===== config.mk =====
export PLATFORM = sky130hd
export DESIGN_NAME = delaychain_sequencer_flat
export DESIGN_NICKNAME = d
export VERILOG_FILES = /design/src/rtl/delaychain_sequencer_pkg.sv /design/src/rtl/delaychain_sequencer_if.sv /design/src/rtl/delaychain_sequencer_sat_counter.sv /design/src/rtl/delaychain_sequencer.sv /design/src/flat_wrapper.sv
export SDC_FILE = /design/constraint.sdc
export NUM_CORES = 1
export LEC_CHECK = 0
export ABC_CLOCK_PERIOD_IN_PS = 3300
export BUFFER_PORTS_ARGS = -buffer_cell sky130_fd_sc_hd__buf_2
export CORE_MARGIN = 3
export CORE_UTILIZATION = 30
export CTS_CLUSTER_DIAMETER = 30
export DETAILED_ROUTE_END_ITERATION = 8
export GPL_TIMING_DRIVEN = 0
export HOLD_SLACK_MARGIN = 0.12
export PLACE_DENSITY_LB_ADDON = 0.25
export SLEW_MARGIN = 15
export SYNTH_ARGS = -nofsm -noshare
export SYNTH_HDL_FRONTEND = slang
export SYNTH_SLANG_ARGS = --single-unit

===== constraint.sdc =====
create_clock -name clk -period 3.3 [get_ports clk]
set_clock_uncertainty 0.15 [all_clocks]
set_input_delay 0.66 -clock clk [delete_from_list [all_inputs] [get_ports clk]]
set_output_delay 0.66 -clock clk [all_outputs]
set_load 0.02 [all_outputs]

===== src/rtl/delaychain_sequencer_pkg.sv =====
// Shared definitions for the delay-chain measurement sequencer.
//   state_t          : sequencer FSM states
//   LAT_DEFAULT      : default register stages from chain_din to chain_dout
//   TRIAL_CYCLES     : cycles per trial at the default latency (LAT+2)
//   trial_cycles()   : per-trial cycle count for an arbitrary latency
package delaychain_pkg;

  typedef enum logic [2:0] {
    ST_IDLE,
    ST_FLUSH,
    ST_LAUNCH,
    ST_WAIT,
    ST_CHECK,
    ST_DONE
  } state_t;

  localparam int unsigned LAT_DEFAULT = 2;

  // One trial is LAUNCH + LAT WAIT cycles + CHECK.
  function automatic int unsigned trial_cycles(input int unsigned lat);
    return lat + 2;
  endfunction

  localparam int unsigned TRIAL_CYCLES = trial_cycles(LAT_DEFAULT);

endpackage


===== src/rtl/delaychain_sequencer_if.sv =====
// Control-side interface of the delay-chain sequencer.
//   start, mode, num_trials        : run request and its settings (master -> slave)
//   busy, done, trial_count,
//   fail_count                     : run status and results (slave -> master)
interface delaychain_sequencer_if #(
  parameter int unsigned TRIALS_W = 8,
  parameter int unsigned CNT_W    = 8
);
  logic                start;
  logic                mode;
  logic [TRIALS_W-1:0] num_trials;
  logic                busy;
  logic                done;
  logic [TRIALS_W-1:0] trial_count;
  logic [CNT_W-1:0]    fail_count;

  modport master (
    output start, mode, num_trials,
    input  busy, done, trial_count, fail_count
  );

  modport slave (
    input  start, mode, num_trials,
    output busy, done, trial_count, fail_count
  );
endinterface


===== src/rtl/delaychain_sequencer_sat_counter.sv =====
// Saturating up-counter.
//   clk, rst : clock, synchronous active-high reset
//   clr      : synchronous clear
//   en       : count enable; holds at all-ones once reached
//   count    : registered count value
module sat_counter #(
  parameter int unsigned W = 8
) (
  input  logic         clk,
  input  logic         rst,
  input  logic         clr,
  input  logic         en,
  output logic [W-1:0] count
);

  always_ff @(posedge clk) begin
    if (rst || clr) begin
      count <= '0;
    end else if (en && (count != '1)) begin
      count <= count + W'(1);
    end
  end

endmodule


===== src/rtl/delaychain_sequencer.sv =====
// Measurement sequencer for the inverter delay-chain test structure.
// A start pulse flushes the chain with 0, then runs num_trials trials that
// each toggle chain_din and check chain_dout exactly LAT+1 edges later.
//   clk, rst    : clock (shared with the chain), synchronous active-high reset
//   ctrl        : control interface (start/mode/num_trials in; busy/done/counts out)
//   chain_din   : registered data into the chain
//   chain_test  : registered test select into the chain (latched mode)
//   chain_dout  : chain output register, sampled only in CHECK
module delaychain_sequencer
  import delaychain_pkg::*;
#(
  parameter int unsigned LAT      = LAT_DEFAULT,
  parameter int unsigned TRIALS_W = 8,
  parameter int unsigned CNT_W    = 8
) (
  input  logic                   clk,
  input  logic                   rst,
  delaychain_sequencer_if.slave  ctrl,
  output logic                   chain_din,
  output logic                   chain_test,
  input  logic                   chain_dout
);

  localparam int unsigned TMR_W = $clog2(LAT + 2);

  state_t              state;
  logic [TMR_W-1:0]    timer;
  logic [TRIALS_W-1:0] num_lat;
  logic [TRIALS_W-1:0] trial_count;
  logic [TRIALS_W-1:0] trial_next;
  logic [CNT_W-1:0]    fail_count;
  logic                busy;
  logic                done;
  logic                accept;
  logic                fail;

  always_comb begin
    accept     = (state == ST_IDLE) && ctrl.start;
    fail       = (state == ST_CHECK) && (chain_dout != chain_din);
    trial_next = trial_count + TRIALS_W'(1);
  end

  always_ff @(posedge clk) begin
    if (rst) begin
      state       <= ST_IDLE;
      timer       <= '0;
      num_lat     <= '0;
      trial_count <= '0;
      chain_din   <= 1'b0;
      chain_test  <= 1'b0;
      busy        <= 1'b0;
      done        <= 1'b0;
    end else begin
      done <= 1'b0;
      case (state)
        ST_IDLE: begin
          if (ctrl.start) begin
            chain_test  <= ctrl.mode;
            num_lat     <= ctrl.num_trials;
            trial_count <= '0;
            chain_din   <= 1'b0;
            timer       <= TMR_W'(LAT);
            busy        <= 1'b1;
            state       <= ST_FLUSH;
          end
        end
        ST_FLUSH: begin
          if (timer == '0) begin
            if (num_lat == '0) begin
              done  <= 1'b1;
              state <= ST_DONE;
            end else begin
              state <= ST_LAUNCH;
            end
          end else begin
            timer <= timer - TMR_W'(1);
          end
        end
        ST_LAUNCH: begin
          // The edge leaving LAUNCH is the launch edge; CHECK samples LAT+1 edges later.
          chain_din <= ~chain_din;
          timer     <= TMR_W'(LAT - 1);
          state     <= ST_WAIT;
        end
        ST_WAIT: begin
          if (timer == '0) begin
            state <= ST_CHECK;
          end else begin
            timer <= timer - TMR_W'(1);
          end
        end
        ST_CHECK: begin
          trial_count <= trial_next;
          if (trial_next == num_lat) begin
            done  <= 1'b1;
            state <= ST_DONE;
          end else begin
            state <= ST_LAUNCH;
          end
        end
        ST_DONE: begin
          busy  <= 1'b0;
          state <= ST_IDLE;
        end
        default: state <= ST_IDLE;
      endcase
    end
  end

  sat_counter #(.W(CNT_W)) u_fail_cnt (
    .clk   (clk),
    .rst   (rst),
    .clr   (accept),
    .en    (fail),
    .count (fail_count)
  );

  assign ctrl.busy        = busy;
  assign ctrl.done        = done;
  assign ctrl.trial_count = trial_count;
  assign ctrl.fail_count  = fail_count;

endmodule


===== src/flat_wrapper.sv =====
// flat-port wrapper written by rule: the top's interface ports become plain ports
module delaychain_sequencer_flat import delaychain_pkg::*;
#(
  parameter int unsigned LAT      = LAT_DEFAULT,
  parameter int unsigned TRIALS_W = 8,
  parameter int unsigned CNT_W    = 8
)
  (clk, rst, chain_din, chain_test, chain_dout, ctrl_start, ctrl_mode, ctrl_num_trials, ctrl_busy, ctrl_done, ctrl_trial_count, ctrl_fail_count);
  delaychain_sequencer_if #(.TRIALS_W(TRIALS_W), .CNT_W(CNT_W)) ctrl_i ();
  input  logic clk;
  input  logic rst;
  output logic chain_din;
  output logic chain_test;
  input  logic chain_dout;
  input wire logic [$bits(ctrl_i.start)-1:0] ctrl_start;
  input wire logic [$bits(ctrl_i.mode)-1:0] ctrl_mode;
  input wire logic [$bits(ctrl_i.num_trials)-1:0] ctrl_num_trials;
  output wire logic [$bits(ctrl_i.busy)-1:0] ctrl_busy;
  output wire logic [$bits(ctrl_i.done)-1:0] ctrl_done;
  output wire logic [$bits(ctrl_i.trial_count)-1:0] ctrl_trial_count;
  output wire logic [$bits(ctrl_i.fail_count)-1:0] ctrl_fail_count;
  assign ctrl_i.start = ctrl_start;
  assign ctrl_i.mode = ctrl_mode;
  assign ctrl_i.num_trials = ctrl_num_trials;
  assign ctrl_busy = ctrl_i.busy;
  assign ctrl_done = ctrl_i.done;
  assign ctrl_trial_count = ctrl_i.trial_count;
  assign ctrl_fail_count = ctrl_i.fail_count;
  delaychain_sequencer #(.LAT(LAT), .TRIALS_W(TRIALS_W), .CNT_W(CNT_W)) u_core (.clk(clk), .rst(rst), .ctrl(ctrl_i), .chain_din(chain_din), .chain_test(chain_test), .chain_dout(chain_dout));
endmodule

==> results of run 1 <==
-- metal layers --
metal / track usage (%) / vias to the layer above
met5: 0 / -
met4: 5.392 / 0
met3: 3.688 / 6
met2: 18.99 / 31
met1: 17.81 / 715
li1: - / 839
-- final cells by class --
cell class	instances	area, um^2
Clock buffer	5	68.82
Timing Repair Buffer	31	155.1
Tap cell	72	90.09
Inverter	8	30.03
Multi-Input combinational cell	164	991.0
Buffer	11	81.33
Fill cell	617	3485
Clock inverter	3	46.29
Sequential cell	33	660.6
-- final timing paths --
kind	cells past startpoint	from	to	slack, ns
setup / recovery	7	u_core.ctrl.trial_count[0]	u_core.ctrl.done	1.21
hold / removal	2	u_core.chain_test	u_core.chain_test	0.32
setup reg to reg	7	u_core.ctrl.trial_count[0]	u_core.ctrl.done	1.21
hold reg to reg	2	u_core.chain_test	u_core.chain_test	0.32
-- critical path, stage by stage (launching register included) --
cell and delay (ns):
sky130_fd_sc_hd__dfxtp_1 0.49, sky130_fd_sc_hd__ha_1 0.19, sky130_fd_sc_hd__buf_2 0.17, sky130_fd_sc_hd__and4b_1 0.21, sky130_fd_sc_hd__o211ai_1 0.10, sky130_fd_sc_hd__a311oi_2 0.28, sky130_fd_sc_hd__and4_1 0.26, sky130_fd_sc_hd__a32o_1 0.19
-- report_power, final --
part           switching, mW  internal, mW
clock network          0.161         0.226
registers             0.0438         0.455
logic                  0.261         0.169
total                  0.466         0.850
-- layout by cell type, fill, tap and decap left out, drive strengths merged, types with 5 or more instances in the layout --
cell / netlist / final
dfxtp: 33 / 33
o21ai: 10 / 10
a21oi: 23 / 23
or3: 5 / 5
xnor2: 12 / 12
inv: 8 / 8
buf: 8 / 39
clkbuf: 3 / 8
nand2: 32 / 32
nand3: 7 / 7
and3: 5 / 5
nor2: 20 / 20
-- flip-flops by register name (all words and copies together), names as in the netlist --
register                 count
u_core.timer                 2
u_core.chain_din             1
u_core.chain_test            1
u_core.ctrl.busy             1
u_core.ctrl.trial_count      8
u_core.ctrl.done             1
u_core.num_lat               8
u_core.u_fail_cnt.count      8
u_core.state                 3
-- cells by family (layout without fill, tap and decap cells) --
logic type      after synthesis  in the layout
compound gates               52             52
xor+xnor                     16             16
fa+ha+maj                     3              3
buf+inv                      19             58
flops                        33             33
mux                           1              1
simple gates                 92             92
==> reports/metrics.yaml, run 1 <==
reported_max_cap_violation_count: 0
synth_mux_area_share_pct: 0.5678
netlist_top_cells_area: "sky130_fd_sc_hd__dfxtp_1 (37%), sky130_fd_sc_hd__nand2_1 (6.8%), sky130_fd_sc_hd__a21oi_1 (6.5%)"
synth_compound_gate_area_share_pct: 19.09
fmax_mhz: 478.3
wire_per_inst_um: 12.72
tritoncts_clock_tree: "done"
placedCellCount: 319
utilization_pct: 37.86
dpl-instance-area_mm2: 0.002008
hold_ws_ns: 0.3164
postSynth.topFlopCell: "sky130_fd_sc_hd__dfxtp_1"
finalWorstSetupSlack_ns: 1.209
met1Wirelength_um: 2138
number_of_buffers_created_by_cts: 5
antenna-diode-count: 0
die_width_um: 82.66
chipHeight_um: 82.66
setup_violations: 0
power_mw: 1.316
pin_count: 33
detail_route.wirelength_um: 4161
port-buffer-count: 31
yosysSeqAreaShare_pct: 37.47
synth.top_cells.by_count: "sky130_fd_sc_hd__dfxtp_1 (33), sky130_fd_sc_hd__nand2_1 (32), sky130_fd_sc_hd__a21oi_1 (23)"
largest_net_degree_at_the_start_of_global_routing: 13
number_of_antenna_violating_nets_in_the_routed_design: 0
met2_wirelength_um: 1795
routed-wl-met3_um: 175
global_route_usage_over_all_layers_pct: 13.00
grt_setup_unrepaired: "no"
num-nets-final: 270
clk_pin_slew_ns: 0.08
layout.cell_area.non_filler_mm2: 0.002123
relSlewSlack_pct: 47.54
floorplan.die_area_mm2: 0.006833
drt-pass1-iter-count: 6
post_synth_and_or_nand_nor_area_fraction_pct: 26.47
initial_drc_count: 148
slew_viols_final: 0
ctsResizeCount: 0
final_layout_size_suffix_gt1_share_pct: 20.39
synth-adder-area-share_pct: 2.129
vdd_ir_drop_max_mv: 0.2184
tritoncts_sinks: 33
floorplan.initialDensity_pct: 31.44
vias: 1591
syn_area_per_cell_um2: 8.162
timing.critical_path.fanout_max: 8
synthesis.instances: 216
yosysUniqueCellTypes: 44
ys_warn_count: 0
library_cell_with_the_highest_instance_count_after_synthesis: "sky130_fd_sc_hd__dfxtp_1"
synth_fp_nets: 232
synth_enable_flop_cells: 0
htree_num_levels: 2
insertion_delay_ns: 0.28
cell_area_after_technology_mapping_mm2: 0.001763
period_minus_slack_ns: 2.091
globalRoute.totalOverflow: 0
initial_antenna_violation_count: 0
layoutNonFillerInstCount: 327
dr_vias_cell: 4.865
areaGrowthSynthToFinish_pct: 20.44
tightest_slew_ns: 0.7770
hold_path_class: "flip-flop to flip-flop"
top_layer_reached_by_signal_wires: "met4"
rows: 27
ys_ff_latch: 33
drc: 0
timing.setup.critical_path_class: "flip-flop to flip-flop"
pwr_density_cell_mw_per_mm2: 620.0
min_period_over_period_pct: 63.36
setup_total_negative_slack_ns: 0
synth_top_cell_area_share_pct: 37.47
first_global_vias: 1452
async_reset_ff_share_pct: 0
cts.path.max_buffers: 2
synth_top_family_by_area: "simple AND/OR/NAND/NOR gates"
postCtsSetupRepairBufs: 0
dp_worst_setup_slack_ns: 1.211
area_of_the_core_mm2: 0.005608
place_congestion: 0.7656
required_ns: 3.38
wire_length_of_the_first_global_routing_pass_um: 6755
outcome: "completed"
ctsRootBufferMaster: "sky130_fd_sc_hd__clkbuf_8"
holdBufCountCts: 0
post-synth-top-area-cell: "sky130_fd_sc_hd__dfxtp_1"
cp_data_arrival_time_ns: 2.17
yosys.area_share.xor_xnor_pct: 7.949
crit_path_start_kind: "flip-flop"
leakagePower_nw: 0.8612
critical_path.endpoint_type: "flip-flop"
detailed_place_hpwl_um: 3041
finalHoldViolCount: 0
Power figures use the tool's default switching activity.
==> run 2: changes to the inputs <==
--- a/config.mk
+++ b/config.mk
@@ -5,7 +5,8 @@
 export SDC_FILE = /design/constraint.sdc
 export NUM_CORES = 1
 export LEC_CHECK = 0
-export ABC_CLOCK_PERIOD_IN_PS = 3300
+export ABC_AREA = 1
+export ABC_CLOCK_PERIOD_IN_PS = 1850
 export BUFFER_PORTS_ARGS = -buffer_cell sky130_fd_sc_hd__buf_2
 export CORE_MARGIN = 3
 export CORE_UTILIZATION = 30
==> constraint.sdc (replaced) <==
create_clock -name clk -period 1.85 [get_ports clk]
set_clock_uncertainty 0.15 [all_clocks]
set_input_delay 0.37 -clock clk [delete_from_list [all_inputs] [get_ports clk]]
set_output_delay 0.37 -clock clk [all_outputs]
set_load 0.02 [all_outputs]
==> run 2 against run 1 <==
  * Sequential share of layout area is 0.79 points lower
  * Clock power is 45% higher
  * Via count is 8.9% higher
  * Critical path type unchanged
  * Global-route usage is 0.50 points lower
==> reports/metrics.yaml, run 2 <==
period_minus_slack_ns: 1.735  # -0.3557 ns
floorplan.die_area_mm2: 0.006926  # +1.4%
final_layout_size_suffix_gt1_share_pct: 27.72  # +7.3 points
netlist_top_cells_area: "sky130_fd_sc_hd__dfxtp_1 (37%), sky130_fd_sc_hd__nand2_1 (12%), sky130_fd_sc_hd__a21oi_1 (8.7%)"
initial_antenna_violation_count: 0  # unchanged
power_frac_comb_pct: 36.7  # +4.0 points
reported_max_cap_violation_count: 0  # unchanged
clock_power_share_pct: 24.3  # -5.1 points
area_of_the_core_mm2: 0.005642  # +0.60%
critical_path.slowest_cell: "sky130_fd_sc_hd__dfxtp_4"
syn_area_per_cell_um2: 6.855  # -16%
async_reset_ff_share_pct: 0  # unchanged
number_of_buffers_created_by_cts: 5  # unchanged
htree_num_levels: 2  # unchanged
ys_warn_count: 0  # unchanged
layout.cells.most_common: "sky130_fd_sc_hd__nand2_1"
ys_ff_latch: 33  # unchanged
setup_violations: 0  # unchanged
post-synth-top-area-cell: "sky130_fd_sc_hd__dfxtp_1"
outcome: "completed"
ctsRootBufferMaster: "sky130_fd_sc_hd__clkbuf_8"
utilization_pct: 39.57  # +1.7 points
share_seq_of_total_power_pct: 39.0  # +1.1 points
library_cell_with_the_highest_instance_count_after_synthesis: "sky130_fd_sc_hd__nand2_1"
cp_data_arrival_time_ns: 1.80  # -0.37 ns
synth_fp_nets: 277  # +19%
detail_route.wirelength_um: 4330  # +4.1%
n_fill_cell: 604  # -2.1%
layout_common_cells: "sky130_fd_sc_hd__nand2_1 (55), sky130_fd_sc_hd__buf_2 (34), sky130_fd_sc_hd__inv_1 (31), sky130_fd_sc_hd__a21oi_1 (31), sky130_fd_sc_hd__dfxtp_1 (26)"
relSlewSlack_pct: 58.58  # +11 points
insertion_delay_ns: 0.29  # about the same
num-nets-final: 319  # +18%
synthesis.instances: 261  # +21%
rr_worst_depth: 12  # +5
wire_per_inst_um: 11.55  # -9.3%
yosysUniqueCellTypes: 30  # -32%
clk_pin_slew_ns: 0.07  # about the same
finalHoldViolCount: 0  # unchanged
hold_path_class: "input port to flip-flop"
initial_drc_count: 82  # -45%
tritoncts_clock_tree: "done"
postSynth.topFlopCell: "sky130_fd_sc_hd__dfxtp_1"
vias: 1732  # +8.9%
sequential_cell_area_um2: 676.9  # +2.5%
antenna-diode-count: 0  # unchanged
dr_vias_cell: 4.619  # -5.1%
wire_length_of_the_first_global_routing_pass_um: 7058  # +4.5%
timing.critical_path.cells: "ha_4 > nand2_1 > inv_1 > o21ai_0 > nand2_1 > nor2_1 > nand2_1 > nor2_2 > nand3_2 > nand2_2 > nand2_1 > a21oi_2"
synth_enable_flop_cells: 0  # unchanged
pin_count: 33  # unchanged
slew_viols_final: 0  # unchanged
worstHoldPathCells: 3  # +1
critical-path-top-cell-by-count: "sky130_fd_sc_hd__nand2_1"
vdd_ir_drop_max_mv: 0.5261  # +140%
crit_path_start_kind: "flip-flop"
timing.critical_path.fanout_max: 6  # -2
p_sw_uw: 896.7  # +92%
switching_share_pct: 38.84  # +3.4 points
synth_top_cell_area_share_pct: 36.92  # -0.55 points
port-buffer-count: 32  # +3.2%
tritoncts_sinks: 33  # unchanged
required_ns: 1.92  # -1.46 ns
finalWorstSetupSlack_ns: 0.1149  # -1.094 ns
drt-pass1-iter-count: 4  # -2
crit-reg2reg-launch: "u_core.ctrl.trial_count[0]"
chipHeight_um: 83.23  # +0.68%
multi_input_area_mm2: 0.001017  # +2.7%
drc: 0  # unchanged
cell_area_after_technology_mapping_mm2: 0.001789  # +1.5%
areaGrowthSynthToFinish_pct: 24.76
number_of_antenna_violating_nets_in_the_routed_design: 0  # unchanged
timing.critical_path.depth: 12  # +5
globalRoute.totalOverflow: 0  # unchanged
place_congestion: 0.7860  # +2.7%
floorplan.initialDensity_pct: 31.71  # +0.28 points
pwr_density_cell_mw_per_mm2: 1034  # +67%
first_global_vias: 1538  # +5.9%
critical_path.endpoint_type: "flip-flop"
timing.setup.critical_path_class: "flip-flop to flip-flop"
yosysSeqAreaShare_pct: 36.92  # -0.55 points
leakagePower_nw: 0.9929  # +15%
fmax_mhz: 576.3  # +21%
cts.path.max_buffers: 2  # unchanged
layout_top_registers: "u_core.ctrl.trial_count (8), u_core.num_lat (8), u_core.u_fail_cnt.count (8)"
worst_path_largest_cell_delay_ns: 0.38  # -0.11 ns
worstPathBufferInverterCount: 1  # unchanged
global_route_usage_over_all_layers_pct: 12.50  # -0.50 points
power.internal_mw: 1.412  # +66%
worst_hold_start: "ctrl_mode"
dp_worst_setup_slack_ns: -0.08951  # -1.300 ns
detailed_place_hpwl_um: 3166  # +4.1%
tightest_slew_ns: 0.6213  # -0.1557 ns
min_period_over_period_pct: 93.79  # +30 points
grt_setup_unrepaired: "yes"
synth.top_cells.by_count: "sky130_fd_sc_hd__nand2_1 (56), sky130_fd_sc_hd__dfxtp_1 (33), sky130_fd_sc_hd__inv_1 (32)"
worst_setup_path_startpoint: "u_core.ctrl.trial_count[0]"
rows: 27  # unchanged
largest_net_degree_at_the_start_of_global_routing: 11  # -2
die_width_um: 83.23  # +0.68%
cp_top_family: "simple AND/OR/NAND/NOR gates"
## run 2: what timing repair did
| action | 4_1_cts | 5_1_grt |
|---|---|---|
| gates resized for setup | 5 | 19 |
| endpoints found under the setup margin | 5 | 25 |
| endpoints found under the hold margin | 1 | 0 |
| buffers inserted | 0 | 2 |
| pin swaps | 0 | 4 |
| hold buffers | 1 | 0 |
## run 2: final cells by class
type / count / share of cell area, %
plain buffers: 6 / 1.513
clock buffers: 7 / 3.868
inverters: 38 / 6.390
multi-input cells: 184 / 45.57
flip-flops and latches: 33 / 30.33
well taps: 72 / 4.036
repair buffers: 35 / 8.296
## run 2: power by group through the flow
stage | combinational [mW] | sequential, mW | clock (mW)
floorplan | 0.620 | 0.923 | 0
global placement | 0.814 | 0.918 | 0
detailed placement | 0.823 | 0.918 | 0
CTS | 0.834 | 0.903 | 0.576
global route | 0.960 | 0.916 | 0.604
finish | 0.848 | 0.901 | 0.560
## run 2: worst paths after layout
path,to,slack (ns)
worst min-delay path,u_core.chain_test,0.17
worst max-delay path,u_core.state[0],0.11
worst min register to register,u_core.timer[1],0.31
worst max register to register,u_core.state[0],0.11
## run 2: layer usage
metal	routed length (um)	vias up	GRT usage, %
met3	217	6	3.869
met5	0	-	0
li1	-	927	-
met2	1933	35	20.04
met4	70	0	4.903
met1	2110	764	15.56
## run 2: logic make-up after synthesis
group	Yosys count	share of synthesized area, %
buffers and inverters	44	9.581
adders and majority gates	3	2.098
AOI/OAI and AO/OA	54	15.94
and+or+nand+nor	122	33.01
xor gates and xnor gates	5	2.447
DFF	33	36.92
## run 2: worst register-to-register path: stages, from the launching register on
cell and delay (ns):
sky130_fd_sc_hd__dfxtp_4 0.38, sky130_fd_sc_hd__ha_4 0.19, sky130_fd_sc_hd__nand2_1 0.06, sky130_fd_sc_hd__inv_1 0.04, sky130_fd_sc_hd__o21ai_0 0.14, sky130_fd_sc_hd__nand2_1 0.07
sky130_fd_sc_hd__nor2_1 0.08, sky130_fd_sc_hd__nand2_1 0.07, sky130_fd_sc_hd__nor2_2 0.15, sky130_fd_sc_hd__nand3_2 0.12, sky130_fd_sc_hd__nand2_2 0.07, sky130_fd_sc_hd__nand2_1 0.05
sky130_fd_sc_hd__a21oi_2 0.10
## run 2: per-stage QoR
stage               std cells  TNS [ns]  hold slack (ns)  total power, mW  instance area (um^2)
CTS                       373         0           0.1753            2.313                  2162
detailed placement        365   -0.1646           0.3029            1.741                  2042
global route              375  -0.01516           0.1912            2.480                  2232
floorplan                 261         0           0.2817            1.543                  1792
finish                    375         0           0.1740            2.309                  2232
global placement          365   -0.1711           0.2989            1.732                  2042
==> run 3: changes to the inputs <==
--- a/config.mk
+++ b/config.mk
@@ -8,7 +8,7 @@
 export ABC_AREA = 1
 export ABC_CLOCK_PERIOD_IN_PS = 1850
 export BUFFER_PORTS_ARGS = -buffer_cell sky130_fd_sc_hd__buf_2
-export CORE_MARGIN = 3
+export CORE_MARGIN = 5
 export CORE_UTILIZATION = 30
 export CTS_CLUSTER_DIAMETER = 30
 export DETAILED_ROUTE_END_ITERATION = 8
==> run 3 against run 2 <==
  * Die area rose by 9.8%
  * Critical endpoint unchanged
  * Non-clock buffer count grew 2
  * Critical path type unchanged
  * Power is 0.74% lower
  * Design area grew 0.45%
  * Global-route usage about the same
  * Register-to-register slack worse by 0.02 ns
  * Setup slack worse by 0.023 ns
  * Combinational power decreased by 1%
  * Sequential share of layout area down 0.30 points
  * Wire length grew 0.67%
  * Highest routed layer unchanged
  * Clock power shrank 0.7%
==> reports/metrics.yaml, run 3 (synthesized netlist as in run 2, its figures left out) <==
vias: 1696  # -2.1%
initial_drc_count: 61  # -26%
detailed_place_hpwl_um: 3217  # +1.6%
tritoncts_clock_tree: "done"
ctsRootBufferMaster: "sky130_fd_sc_hd__clkbuf_8"
global_route_usage_over_all_layers_pct: 12.46  # -0.034 points
fmax_mhz: 568.8  # -1.3%
tightest_slew_ns: 0.6262  # +0.004913 ns
insertion_delay_ns: 0.28  # about the same
pwr_density_cell_mw_per_mm2: 1022  # -1.2%
multi_input_area_mm2: 0.001012  # -0.49%
rows: 28  # +3.7%
wire_per_inst_um: 11.47  # -0.65%
chipHeight_um: 87.23  # +4.8%
relSlewSlack_pct: 58.25  # -0.33 points
reported_max_cap_violation_count: 0  # unchanged
met1Wirelength_um: 2117  # +0.33%
htree_num_levels: 2  # unchanged
n_fill_cell: 640  # +6.0%
port-buffer-count: 32  # unchanged
slew_viols_final: 0  # unchanged
dp_worst_setup_slack_ns: -0.07807  # +0.01144 ns
outcome: "completed"
die_width_um: 87.23  # +4.8%
sequential_cell_area_um2: 673.1  # -0.55%
hold_path_class: "input port to flip-flop"
pin_count: 33  # unchanged
critical_path.slowest_cell: "sky130_fd_sc_hd__dfxtp_4"
tritoncts_sinks: 33  # unchanged
cts.path.max_buffers: 2  # unchanged
drt-pass1-iter-count: 4  # unchanged
routed-wl-met3_um: 159  # -27%
top_layer_reached_by_signal_wires: "met4"
worstPathBufferInverterCount: 0  # -1
detail_route.wirelength_um: 4359  # +0.67%
floorplan.initialDensity_pct: 30.58  # -1.1 points
layout.cells.most_common: "sky130_fd_sc_hd__nand2_1"
number_of_buffers_created_by_cts: 5  # unchanged
layout_top_registers: "u_core.ctrl.trial_count (8), u_core.num_lat (8), u_core.u_fail_cnt.count (8)"
finalWorstSetupSlack_ns: 0.09197  # -0.02292 ns
final_layout_size_suffix_gt1_share_pct: 28.52  # +0.80 points
vdd_ir_drop_max_mv: 0.4971  # -5.5%
clk_pin_slew_ns: 0.07  # about the same
cp_data_arrival_time_ns: 1.82  # +0.02 ns
floorplan.die_area_mm2: 0.007608  # +9.8%
finalHoldViolCount: 0  # unchanged
number_of_antenna_violating_nets_in_the_routed_design: 0  # unchanged
first_global_vias: 1664  # +8.2%
timing.critical_path.fanout_max: 5  # -1
largest_net_degree_at_the_start_of_global_routing: 11  # unchanged
layout_common_cells: "sky130_fd_sc_hd__nand2_1 (53), sky130_fd_sc_hd__buf_2 (34), sky130_fd_sc_hd__inv_1 (31), sky130_fd_sc_hd__a21oi_1 (31), sky130_fd_sc_hd__dfxtp_1 (27)"
timing.critical_path.cells: "ha_4 > nand3_2 > o21bai_2 > and2_1 > nor2_1 > nor2_2 > nand3_2 > nand2_1 > nand2_1 > a21oi_2"
place_congestion: 0.8398  # +6.8%
min_period_over_period_pct: 95.03  # +1.2 points
area_of_the_core_mm2: 0.005851  # +3.7%
cp_top_family: "simple AND/OR/NAND/NOR gates"
initial_antenna_violation_count: 0  # unchanged
globalRoute.totalOverflow: 0  # unchanged
required_ns: 1.91  # about the same
crit_path_start_kind: "flip-flop"
antenna-diode-count: 0  # unchanged
period_minus_slack_ns: 1.758  # +0.02292 ns
dr_vias_cell: 4.463  # -3.4%
timing.setup.critical_path_class: "flip-flop to flip-flop"
power_mw: 2.292  # -0.74%
areaGrowthSynthToFinish_pct: 25.31
num-nets-final: 321  # +0.63%
wire_length_of_the_first_global_routing_pass_um: 7493  # +6.2%
grt_setup_unrepaired: "yes"
setup_violations: 0  # unchanged
drc: 0  # unchanged
worst_path_largest_cell_delay_ns: 0.38  # about the same
critical_path.endpoint_type: "flip-flop"
met2_wirelength_um: 2022  # +4.6%
leakagePower_nw: 1.007  # +1.4%
-- run 3: area by class of cell --
class / instances / area share [%]
Clock buffer: 7 / 3.850
Sequential cell: 33 / 30.02
Tap cell: 75 / 4.185
Timing Repair Buffer: 37 / 8.929
Inverter: 38 / 6.362
Buffer: 6 / 1.507
Multi-Input combinational cell: 184 / 45.15
-- run 3: repair_timing --
item,in CTS,in global routing
setup endpoints to repair,2,21
hold endpoints to repair,1,0
hold buffers,1,0
gates resized for setup,3,21
pin swaps,0,5
buffers inserted,0,4
-- run 3: routing by layer --
layer  global-route usage (%)  vias to the layer above
met5                        0                        -
met4                    4.463                        0
met3                    3.595                        5
met2                    20.29                       21
met1                    15.66                      737
li1                         -                      933
-- run 3: path summary, 6_finish.rpt --
kind,from,cells after the start,end,slack (ns)
worst max-delay path,u_core.ctrl.trial_count[1],10,u_core.state[0],0.09
worst max register to register,u_core.ctrl.trial_count[1],10,u_core.state[0],0.09
worst min-delay path,ctrl_mode,3,u_core.chain_test,0.19
worst min register to register,u_core.chain_test,2,u_core.chain_test,0.32
-- run 3: worst min-delay path: cells and delay by family --
family | cells | cell delay [ns]
AOI/OAI and AO/OA | 1 | 0.05
buffers and inverters | 1 | 0.09
and+or+nand+nor | 1 | 0.05
-- run 3: power by group --
group / internal (mW) / switching, mW / total (mW)
clock network: 0.295 / 0.261 / 0.556
registers: 0.826 / 0.0721 / 0.898
logic: 0.288 / 0.550 / 0.838
-- run 3: metrics by stage --
stage | area [um^2] | hold WS (ns) | util, % | instances | setup TNS, ns
4_1_cts | 2150 | 0.1802 | 36.74 | 376 | 0
6_report | 2242 | 0.1865 | 38.32 | 380 | 0
3_5_place_dp | 2046 | 0.3089 | 34.97 | 368 | -0.1002
3_3_place_gp | 2046 | 0.3042 | 34.97 | 368 | -0.06274
5_1_grt | 2242 | 0.2111 | 38.32 | 380 | -0.05349
2_1_floorplan | 1792 | 0.2817 | - | 261 | 0
